--- src/rtl/fft_pkg.sv ---
// Shared constants, FSM state type and address helpers for the 32-point FFT sequencer.
package fft_pkg;
  localparam int N_LOG2   = 5;
  localparam int BFLY_LAT = 3;
  localparam int ADDR_W   = N_LOG2;
  localparam int IDX_W    = N_LOG2 - 1;
  localparam int LVL_W    = 3;
  localparam int N_BFLY   = 1 << IDX_W;

  typedef enum logic [1:0] {IDLE, RUN, DRAIN, DONE} state_t;

  // Upper half of {x,x} shifted left is x rotated left by sh (sh <= ADDR_W).
  function automatic logic [ADDR_W-1:0] rotl(input logic [ADDR_W-1:0] x,
                                             input logic [LVL_W-1:0]  sh);
    logic [2*ADDR_W-1:0] w;
    w = {x, x} << sh;
    return w[2*ADDR_W-1 -: ADDR_W];
  endfunction

  // Clears the low (N_LOG2-1-lvl) bits of j.
  function automatic logic [IDX_W-1:0] twiddle(input logic [IDX_W-1:0] j,
                                               input logic [LVL_W-1:0] lvl);
    logic [IDX_W-1:0] m;
    m = {IDX_W{1'b1}} << (LVL_W'(IDX_W) - lvl);
    return j & m;
  endfunction
endpackage

--- src/rtl/fft_sequencer_if.sv ---
// System/memory-side signal bundle of the FFT sequencer; slave is the sequencer view.
interface fft_sequencer_if;
  import fft_pkg::*;
  logic              start;
  logic              ready;
  logic              busy;
  logic              done;
  logic [LVL_W-1:0]  level;
  logic              rd_valid;
  logic [ADDR_W-1:0] rd_addr_a;
  logic [ADDR_W-1:0] rd_addr_b;
  logic [IDX_W-1:0]  twiddle_addr;
  logic              bank;
  logic              wr_en;
  logic [ADDR_W-1:0] wr_addr_a;
  logic [ADDR_W-1:0] wr_addr_b;

  modport master (output start,
                  input  ready, busy, done, level, rd_valid, rd_addr_a, rd_addr_b,
                         twiddle_addr, bank, wr_en, wr_addr_a, wr_addr_b);
  modport slave  (input  start,
                  output ready, busy, done, level, rd_valid, rd_addr_a, rd_addr_b,
                         twiddle_addr, bank, wr_en, wr_addr_a, wr_addr_b);
endinterface

--- src/rtl/fft_delay_line.sv ---
// Fixed-depth register delay line with a shift enable; async active-low clear.
module fft_delay_line #(
  parameter int W     = 8,
  parameter int DEPTH = 3
) (
  input  logic         clk,
  input  logic         clr_n,
  input  logic         i_en,
  input  logic [W-1:0] i_d,
  output logic [W-1:0] o_q
);
  logic [DEPTH-1:0][W-1:0] r_pipe;

  always_ff @(posedge clk or negedge clr_n) begin
    if (!clr_n) begin
      r_pipe <= '0;
    end else if (i_en) begin
      r_pipe[0] <= i_d;
      for (int k = 1; k < DEPTH; k++) r_pipe[k] <= r_pipe[k-1];
    end
  end

  assign o_q = r_pipe[DEPTH-1];
endmodule

--- src/rtl/fft_sequencer.sv ---
// Radix-2 FFT level/butterfly sequencer with delayed write-back strobes.
// Optional stall input enabled by FFT_SEQ_HOLD_EN.
module fft_sequencer
  import fft_pkg::*;
#(
  parameter int LAT = BFLY_LAT
) (
  input logic clk,
  input logic clr_n,
`ifdef FFT_SEQ_HOLD_EN
  input logic hold,
`endif
  fft_sequencer_if.slave bus
);
  localparam int CNT_W = $clog2(LAT + 1);

  state_t            r_state, w_next;
  logic [LVL_W-1:0]  r_level;
  logic [IDX_W-1:0]  r_j;
  logic [CNT_W-1:0]  r_dcnt;
  logic              w_adv, w_run, w_last_j, w_last_drain, w_last_lvl;
  logic [2*ADDR_W:0] w_dl_in, w_dl_out;

`ifdef FFT_SEQ_HOLD_EN
  assign w_adv = ~hold;
`else
  assign w_adv = 1'b1;
`endif

  assign w_run        = (r_state == RUN);
  assign w_last_j     = (r_j == IDX_W'(N_BFLY - 1));
  assign w_last_drain = (r_dcnt == CNT_W'(LAT - 1));
  assign w_last_lvl   = (r_level == LVL_W'(N_LOG2 - 1));

  always_comb begin
    w_next = r_state;
    unique case (r_state)
      IDLE:    if (bus.start) w_next = RUN;
      RUN:     if (w_last_j) w_next = DRAIN;
      DRAIN:   if (w_last_drain) w_next = w_last_lvl ? DONE : RUN;
      DONE:    w_next = IDLE;
      default: w_next = IDLE;
    endcase
  end

  // A held cycle leaves state, counters and the write-side pipe untouched.
  always_ff @(posedge clk or negedge clr_n) begin
    if (!clr_n) begin
      r_state <= IDLE;
      r_level <= '0;
      r_j     <= '0;
      r_dcnt  <= '0;
    end else if (w_adv) begin
      r_state <= w_next;
      case (r_state)
        RUN:   r_j <= w_last_j ? '0 : r_j + 1'b1;
        DRAIN: begin
          r_dcnt <= w_last_drain ? '0 : r_dcnt + 1'b1;
          if (w_next == RUN) r_level <= r_level + 1'b1;
        end
        DONE:    r_level <= '0;
        default: ;
      endcase
    end
  end

  assign bus.ready        = (r_state == IDLE);
  assign bus.busy         = (r_state != IDLE);
  assign bus.done         = (r_state == DONE);
  assign bus.level        = r_level;
  assign bus.bank         = r_level[0];
  assign bus.rd_valid     = w_run & w_adv;
  // Addresses are zero outside RUN so the delay line drains clean zeros.
  assign bus.rd_addr_a    = w_run ? rotl({r_j, 1'b0}, r_level) : '0;
  assign bus.rd_addr_b    = w_run ? rotl({r_j, 1'b1}, r_level) : '0;
  assign bus.twiddle_addr = w_run ? twiddle(r_j, r_level) : '0;

  assign w_dl_in = {bus.rd_valid, bus.rd_addr_a, bus.rd_addr_b};

  fft_delay_line #(.W(2*ADDR_W + 1), .DEPTH(LAT)) u_wr_dl (
    .clk   (clk),
    .clr_n (clr_n),
    .i_en  (w_adv),
    .i_d   (w_dl_in),
    .o_q   (w_dl_out)
  );

  assign bus.wr_en     = w_dl_out[2*ADDR_W] & w_adv;
  assign bus.wr_addr_a = w_dl_out[2*ADDR_W-1 -: ADDR_W];
  assign bus.wr_addr_b = w_dl_out[ADDR_W-1:0];
endmodule
--- src/flat_wrapper.sv ---
// flat-port wrapper written by rule: the top's interface ports become plain ports
module fft_sequencer_flat import fft_pkg::*;
#(
  parameter int LAT = BFLY_LAT
)
  (clk, clr_n, bus_start, bus_ready, bus_busy, bus_done, bus_level, bus_rd_valid, bus_rd_addr_a, bus_rd_addr_b, bus_twiddle_addr, bus_bank, bus_wr_en, bus_wr_addr_a, bus_wr_addr_b);
  fft_sequencer_if bus_i ();
  input logic clk;
  input logic clr_n;
  input wire logic [$bits(bus_i.start)-1:0] bus_start;
  output wire logic [$bits(bus_i.ready)-1:0] bus_ready;
  output wire logic [$bits(bus_i.busy)-1:0] bus_busy;
  output wire logic [$bits(bus_i.done)-1:0] bus_done;
  output wire logic [$bits(bus_i.level)-1:0] bus_level;
  output wire logic [$bits(bus_i.rd_valid)-1:0] bus_rd_valid;
  output wire logic [$bits(bus_i.rd_addr_a)-1:0] bus_rd_addr_a;
  output wire logic [$bits(bus_i.rd_addr_b)-1:0] bus_rd_addr_b;
  output wire logic [$bits(bus_i.twiddle_addr)-1:0] bus_twiddle_addr;
  output wire logic [$bits(bus_i.bank)-1:0] bus_bank;
  output wire logic [$bits(bus_i.wr_en)-1:0] bus_wr_en;
  output wire logic [$bits(bus_i.wr_addr_a)-1:0] bus_wr_addr_a;
  output wire logic [$bits(bus_i.wr_addr_b)-1:0] bus_wr_addr_b;
  assign bus_i.start = bus_start;
  assign bus_ready = bus_i.ready;
  assign bus_busy = bus_i.busy;
  assign bus_done = bus_i.done;
  assign bus_level = bus_i.level;
  assign bus_rd_valid = bus_i.rd_valid;
  assign bus_rd_addr_a = bus_i.rd_addr_a;
  assign bus_rd_addr_b = bus_i.rd_addr_b;
  assign bus_twiddle_addr = bus_i.twiddle_addr;
  assign bus_bank = bus_i.bank;
  assign bus_wr_en = bus_i.wr_en;
  assign bus_wr_addr_a = bus_i.wr_addr_a;
  assign bus_wr_addr_b = bus_i.wr_addr_b;
  fft_sequencer #(.LAT(LAT)) u_core (.clk(clk), .clr_n(clr_n), .bus(bus_i));
endmodule
--- config.mk ---
export PLATFORM = sky130hd
export DESIGN_NAME = fft_sequencer_flat
export DESIGN_NICKNAME = d
export VERILOG_FILES = /design/src/rtl/fft_pkg.sv /design/src/rtl/fft_sequencer_if.sv /design/src/rtl/fft_delay_line.sv /design/src/rtl/fft_sequencer.sv /design/src/flat_wrapper.sv
export SDC_FILE = /design/constraint.sdc
export NUM_CORES = 1
export LEC_CHECK = 0
export ABC_CLOCK_PERIOD_IN_PS = 3100
export CAP_MARGIN = 15
export CELL_PAD_IN_SITES_DETAIL_PLACEMENT = 2
export CELL_PAD_IN_SITES_GLOBAL_PLACEMENT = 2
export CORE_ASPECT_RATIO = 1.5
export CORE_UTILIZATION = 36
export CTS_CLUSTER_SIZE = 10
export DETAILED_ROUTE_END_ITERATION = 7
export GPL_TIMING_DRIVEN = 0
export PLACE_DENSITY = 0.82
export SLEW_MARGIN = 20
export SYNTH_ARGS = -nofsm -noshare
export SYNTH_HDL_FRONTEND = slang
export SYNTH_SLANG_ARGS = --single-unit
--- constraint.sdc ---
create_clock -name clk -period 3.1 [get_ports clk]
set_input_delay 0.62 -clock clk [delete_from_list [all_inputs] [get_ports clk]]
set_output_delay 0.62 -clock clk [all_outputs]
set_load 0.02 [all_outputs]
### Word-level counts from Yosys, hierarchy flattened

Cells that the tools add are included.

* add/sub/neg operators: 4
* equality and inequality tests: 8
* shift-type cells: 3
* mux-type cells: 12
* bitwise operators: 1
* reduce and logical (&&, ||, !) cells: 4

Operator list (count)
* $shl 10x3->10: 2
* $mux 2: 5
* $mux 5: 2
* $mux 4: 2
* $pmux 2 s4: 1
* $eq 2x2->1 const B: 3
* $pmux 3 s2: 1
* $add 4x1->4 const B: 1
* $and 4x4->4: 1
* $eq 2x1->1 const B: 2
* $eq 4x4->1 const B: 1
* $reduce_bool 2->1: 2
* $shl 4x3->4 const A: 1
* $add 3x1->3 const B: 1
* $eq 3x3->1 const B: 1
* $mux 3: 1
* $sub 3x3->3 const A: 1
* $add 2x1->2 const B: 1
* $logic_not 2->1: 1
* $ne 2x1->1 const B: 1
* $reduce_and 2->1: 1

* register bits: 44
* output and inout bits: 33
* word-level logic and storage cells: 39

### Longest topological paths before layout

* word-level depth: 7
* mapped depth: 7

### Hierarchy

Synthesis repeated with hierarchy kept, for this count alone.

* cell total of the unflattened synthesis: 203
* area, all modules: 2478.6 um2

By module, submodules not included
* fft_delay_line: times used 1, cells an instance 81, area each 1463.9 um2, sequential area each 825.8 um2
* fft_sequencer: times used 1, cells an instance 122, area each 1014.7 um2, sequential area each 275.3 um2

### Worst setup path after synthesis

OpenSTA, ideal clock, no wires.

* kind: reg2out
* start: register u_core.r_level[0], in the netlist u_core.bus.level[0]
* end: output port bus_twiddle_addr[1]
* arrival: 2.153 ns
* required time: 2.480 ns
* setup slack: 0.327 ns
* cell stages (with the launch flop): 6
* path buffers: 1
* cell sequence: dfrtp_1 > buf_2 > inv_1 > ha_1 > ha_1 > nor4b_1

* cells in the longest elaborated chain, start to end: 4

Ends and longest elaborated chain
* start, declared: RTL line fft_sequencer.sv:18 `logic [LVL_W-1:0] r_level;`
* start signal, assigned: RTL line fft_sequencer.sv:59 `if (w_next == RUN) r_level <= r_level + 1'b1;`
* $sub 3x3->3: RTL line fft_pkg.sv:24 `m = {IDX_W{1'b1}} << (LVL_W'(IDX_W) - lvl);`
* $shl 4x3->4: RTL line fft_pkg.sv:24
* $and 4x4->4: RTL line fft_pkg.sv:25 `return j & m;`
* $mux 4: RTL line fft_sequencer.sv:76 `assign bus.twiddle_addr = w_run ? twiddle(r_j, r_level) : '0;`
* end, declared: RTL line flat_wrapper.sv:18 `output wire logic [$bits(bus_i.twiddle_addr)-1:0] bus_twiddle_addr;`

No other way between the ends.

### Worst setup path in the final report

* start: register u_core.r_state[1]
* end: output port bus_rd_addr_b[4]

* cells in the longest elaborated chain, start to end: 2

Ends and longest elaborated chain
* start, declared: RTL line fft_sequencer.sv:17 `state_t r_state, w_next;`
* start signal, assigned: RTL line fft_sequencer.sv:54 `r_state <= w_next;`
* $eq 2x1->1: RTL line fft_sequencer.sv:30 `assign w_run = (r_state == RUN);`
* $mux 5: RTL line fft_sequencer.sv:75 `assign bus.rd_addr_b = w_run ? rotl({r_j, 1'b1}, r_level) : '0;`
* end, declared: RTL line flat_wrapper.sv:17 `output wire logic [$bits(bus_i.rd_addr_b)-1:0] bus_rd_addr_b;`

No other way between the ends.

==> run_summary.xml <==
<?xml version="1.0" encoding="UTF-8"?>
<metrics>
  <group name="place">
    <metric name="io_buffer_count" unit="">35</metric>
    <metric name="post-dp-hpwl" unit="mm">3.92</metric>
    <metric name="gpl.final_weighted_congestion" unit="">0.856</metric>
    <metric name="placed_cells_incl_taps" unit="">271</metric>
  </group>
  <group name="cells_and_area">
    <metric name="layout.cells.most_common" unit="">sky130_fd_sc_hd__dfrtp_1</metric>
    <metric name="area_growth_syn_to_layout" unit="%">29.8</metric>
    <metric name="finalNetCount" unit="">218</metric>
    <metric name="final_cell_mix" unit="">43 x sky130_fd_sc_hd__dfrtp_1, 25 x sky130_fd_sc_hd__clkdlybuf4s50_1, 12 x sky130_fd_sc_hd__buf_4</metric>
    <metric name="post_route_cells_drive_above_1_share" unit="%">20.9</metric>
    <metric name="num-fill-cells" unit="">522</metric>
    <metric name="insertedDiodeCount" unit="">0</metric>
    <metric name="finalNonFillerCells" unit="">279</metric>
    <metric name="final_core_utilization" unit="%">48.7</metric>
  </group>
  <group name="yosys">
    <metric name="synth_xor_area_share" unit="%">0.904</metric>
    <metric name="synth-edff-count" unit="">0</metric>
    <metric name="ys_seq_elements" unit="">44</metric>
    <metric name="synth_cells" unit="">167</metric>
    <metric name="yosys-mux-area-fraction" unit="%">5.04</metric>
    <metric name="synth-simple-area-share" unit="%">13.1</metric>
    <metric name="fraction_of_the_mapped_netlist_area_in_compound_gates" unit="%">12.3</metric>
    <metric name="post_synth_instance_area" unit="sq um">1940</metric>
    <metric name="synth_adder_area_share" unit="%">3.23</metric>
    <metric name="syn_area_per_cell" unit="sq um">11.6</metric>
    <metric name="yosysWarningCount" unit="">0</metric>
    <metric name="async_sr_flop_fraction" unit="%">100</metric>
    <metric name="syn-num-nets" unit="">175</metric>
    <metric name="ys_seq_area_share" unit="%">56.8</metric>
    <metric name="synth-main-ff-cell" unit="">sky130_fd_sc_hd__dfrtp_1</metric>
    <metric name="synth_top_family_by_area" unit="">simple AND/OR/NAND/NOR gates</metric>
    <metric name="netlist-cell-type-count" unit="">47</metric>
  </group>
  <group name="global_routing">
    <metric name="first_pass_grt_wire_length" unit="mm">8.38</metric>
    <metric name="first_global_vias" unit="">1583</metric>
    <metric name="maximum_number_of_pins_on_one_net_before_global_route_repair" unit="">33</metric>
    <metric name="gr-total-overflow" unit="">0</metric>
    <metric name="antenna_found_initial" unit="">0</metric>
    <metric name="grt_use_total" unit="%">21.2</metric>
  </group>
  <group name="sta">
    <metric name="final-setup-viol-count" unit="">0</metric>
    <metric name="pins_over_slew_limit" unit="">0</metric>
    <metric name="hold_viol" unit="">0</metric>
    <metric name="post-route-min-period" unit="ns">2.97</metric>
    <metric name="grt_setup_unrepaired" unit="">no</metric>
    <metric name="worst_slew_pin_slew" unit="ns">0.470</metric>
    <metric name="finalClockSkew" unit="ns">0.00377</metric>
    <metric name="fmaxAchievable" unit="MHz">337</metric>
    <metric name="max_slew_headroom" unit="%">68.6</metric>
    <metric name="setup_total_negative_slack" unit="ns">0</metric>
    <metric name="post_route_clock_period_utilization" unit="%">95.7</metric>
  </group>
  <group name="detailed_routing">
    <metric name="dr.pass1.iters" unit="">4</metric>
    <metric name="routed-via-count" unit="">1469</metric>
    <metric name="detail_route.drc_violations" unit="">0</metric>
    <metric name="postRouteWirelength" unit="mm">5.33</metric>
    <metric name="first_iter_violations" unit="">31</metric>
    <metric name="vias_per_cell" unit="">5.27</metric>
    <metric name="wl_per_cell" unit="um">19.1</metric>
    <metric name="ant_nets" unit="">0</metric>
  </group>
  <group name="clocking">
    <metric name="ctsLongestPathBuffers" unit="">2</metric>
    <metric name="clock_sinks" unit="">44</metric>
    <metric name="clk_root_buffer_cell" unit="">sky130_fd_sc_hd__clkbuf_8</metric>
    <metric name="cts_hold_buffers" unit="">0</metric>
    <metric name="cts_tree" unit="">built</metric>
    <metric name="post_cts.repair.setup_buffers" unit="">0</metric>
    <metric name="htree_num_levels" unit="">2</metric>
    <metric name="cts-buffers-inserted" unit="">5</metric>
    <metric name="cts.reportedPaths.clkPinSlew" unit="ns">0.08</metric>
    <metric name="clock_insertion_delay_worst_skew" unit="ns">0.30</metric>
  </group>
  <group name="run">
    <metric name="timing.max_cap.violations" unit="">0</metric>
  </group>
  <group name="pwr">
    <metric name="power_switching_share" unit="%">20.3</metric>
    <metric name="static-leakage-power" unit="uW">0.00113</metric>
    <metric name="power.internal" unit="uW">841</metric>
    <metric name="power_density_cells" unit="nW/um^2">420</metric>
    <metric name="share_clk_of_total_power" unit="%">44.2</metric>
    <metric name="seqPwrFrac" unit="%">54.3</metric>
    <metric name="switchingPower" unit="uW">215</metric>
    <metric name="share_comb_of_total_power" unit="%">1.5</metric>
    <metric name="worst_vdd_ir" unit="mV">0.195</metric>
  </group>
  <group name="critical_path">
    <metric name="timing.critical_path.to_type" unit="">output port</metric>
    <metric name="timing.reg2reg.setup_slack" unit="ns">0.85</metric>
    <metric name="crit_required" unit="ns">2.48</metric>
    <metric name="critPathLaunch" unit="">u_core.r_state[1]</metric>
    <metric name="reg2regPathDepth" unit="">7</metric>
    <metric name="worstPathMaxFanout" unit="">11</metric>
    <metric name="critical_path.startpoint_type" unit="">register</metric>
    <metric name="worst-endpoint-arrival" unit="ns">2.35</metric>
    <metric name="worst_r2r_startpoint" unit="">u_core.bus.level[0]</metric>
    <metric name="crit_type" unit="">reg -&gt; out</metric>
    <metric name="regToRegEndpoint" unit="">u_core.bus.level[1]</metric>
  </group>
  <group name="die">
    <metric name="coreArea" unit="sq um">5160</metric>
    <metric name="starting_density_of_the_core" unit="%">37.5</metric>
    <metric name="core.rowCount" unit="">32</metric>
    <metric name="die_area" unit="sq um">5680</metric>
    <metric name="floorplan.die.height" unit="um">91.8</metric>
    <metric name="chipWidth" unit="um">61.9</metric>
    <metric name="floorplan.io_pins" unit="">36</metric>
  </group>
  <group name="run_status">
    <metric name="run_status" unit="">finished, final reports clean</metric>
  </group>
  <group name="hold_path">
    <metric name="hp-class" unit="">in -&gt; async</metric>
  </group>
</metrics>
registers in the layout, summed over array words and instances, names as in the netlist:
register	cells
u_core.r_state	2
u_core.u_wr_dl.r_pipe	22
u_core.r_j	4
u_core.bus.level	3
u_core.r_dcnt	2
u_core.u_wr_dl.o_q	11
cells by family (layout without fill, tap and decap cells):
| family | count (synthesis) | in the layout |
|---|---|---|
| flops | 44 | 44 |
| simple gates | 43 | 43 |
| compound gates | 36 | 36 |
| buf+inv | 28 | 72 |
| mux | 9 | 9 |
| fa+ha+maj | 5 | 5 |
| xor+xnor | 2 | 2 |
worst max-delay path, stage by stage, from the launching register on:
cell and delay, ns:
sky130_fd_sc_hd__dfrtp_1 0.47, sky130_fd_sc_hd__nand2b_1 0.20, sky130_fd_sc_hd__buf_6 0.15, sky130_fd_sc_hd__inv_2 0.18, sky130_fd_sc_hd__nand2_1 0.12, sky130_fd_sc_hd__o22ai_1 0.25
sky130_fd_sc_hd__clkdlybuf4s50_1 0.67
synth_stat cells (2+ instances only):
library cell	instances	area [sq um]
sky130_fd_sc_hd__buf_2	7	35.0
sky130_fd_sc_hd__nand3_1	2	10.0
sky130_fd_sc_hd__mux2_2	6	67.6
sky130_fd_sc_hd__or2_2	2	12.5
sky130_fd_sc_hd__and3_1	2	12.5
sky130_fd_sc_hd__buf_4	12	90.1
sky130_fd_sc_hd__nand2b_1	4	25.0
sky130_fd_sc_hd__dfrtp_1	44	1100
sky130_fd_sc_hd__o31ai_1	2	15.0
sky130_fd_sc_hd__nand2_1	10	37.5
sky130_fd_sc_hd__nand3b_1	2	15.0
sky130_fd_sc_hd__nor2_1	4	15.0
sky130_fd_sc_hd__and3b_1	3	26.3
sky130_fd_sc_hd__ha_1	5	62.6
sky130_fd_sc_hd__o21ai_0	8	40.0
sky130_fd_sc_hd__o22ai_1	4	25.0
sky130_fd_sc_hd__nor2b_1	3	18.8
sky130_fd_sc_hd__mux2i_1	3	30.0
sky130_fd_sc_hd__clkbuf_1	3	11.3
sky130_fd_sc_hd__a21oi_1	8	40.0
sky130_fd_sc_hd__o221ai_1	3	26.3
sky130_fd_sc_hd__nor3b_1	2	15.0
sky130_fd_sc_hd__inv_1	4	15.0
stage by stage:
step	hold WS, ns	total power (uW)	instance area [sq um]	setup slack (ns)
floorplan	0.324	585	1940	0.327
global placement	0.332	599	2370	0.0778
detailed placement	0.336	602	2390	0.104
CTS	0.211	1070	2500	0.0103
global route	0.225	1090	2510	0.0379
finish	0.203	1060	2510	0.133
how the worst max path moves through the flow:
stage / cells past startpoint / to / slack (ns)
floorplan: 5 / bus_twiddle_addr[1] / 0.33
global placement: 6 / bus_twiddle_addr[1] / 0.08
detailed placement: 6 / bus_twiddle_addr[1] / 0.10
CTS: 6 / bus_rd_addr_a[3] / 0.01
global route: 6 / bus_rd_addr_b[1] / 0.04
finish: 6 / bus_rd_addr_b[4] / 0.13
area by class of cell:
class / instances / area (sq um) / share of cell area (%)
Sequential cell: 44 / 1100 / 43.9
Multi-Input combinational cell: 95 / 669 / 26.6
Timing Repair Buffer: 36 / 365 / 14.5
Buffer: 23 / 151 / 6.02
Tap cell: 68 / 85.1 / 3.38
Clock buffer: 6 / 82.6 / 3.29
Clock inverter: 2 / 38.8 / 1.54
Inverter: 5 / 18.8 / 0.747
power by group through the flow:
| stage | sequential, uW | combinational, uW | clock (uW) |
|---|---|---|---|
| 6_report | 573 | 15.8 | 467 |
| 3_3_place_gp | 585 | 13.7 | 0 |
| 4_1_cts | 573 | 17.0 | 476 |
| 5_1_grt | 573 | 18.7 | 496 |
| 2_1_floorplan | 585 | 0.314 | 0 |
| 3_5_place_dp | 585 | 17.0 | 0 |
what timing repair did:
item / 4_1_cts / 5_1_grt
resized for setup: 7 / 8
endpoints found under the setup margin: 9 / 7
gates cloned: 0 / 0
metal layers:
layer	GRT usage, %	part of all wire, %	routed length, um	vias up
met5	0	0	0	-
met4	7.96	2.0	108	0
met3	3.95	3.2	169	10
met2	38.7	58	3090	36
met1	22.8	37	1960	763
li1	-	-	-	660
Note: power is estimated with default switching activity, not from simulation.
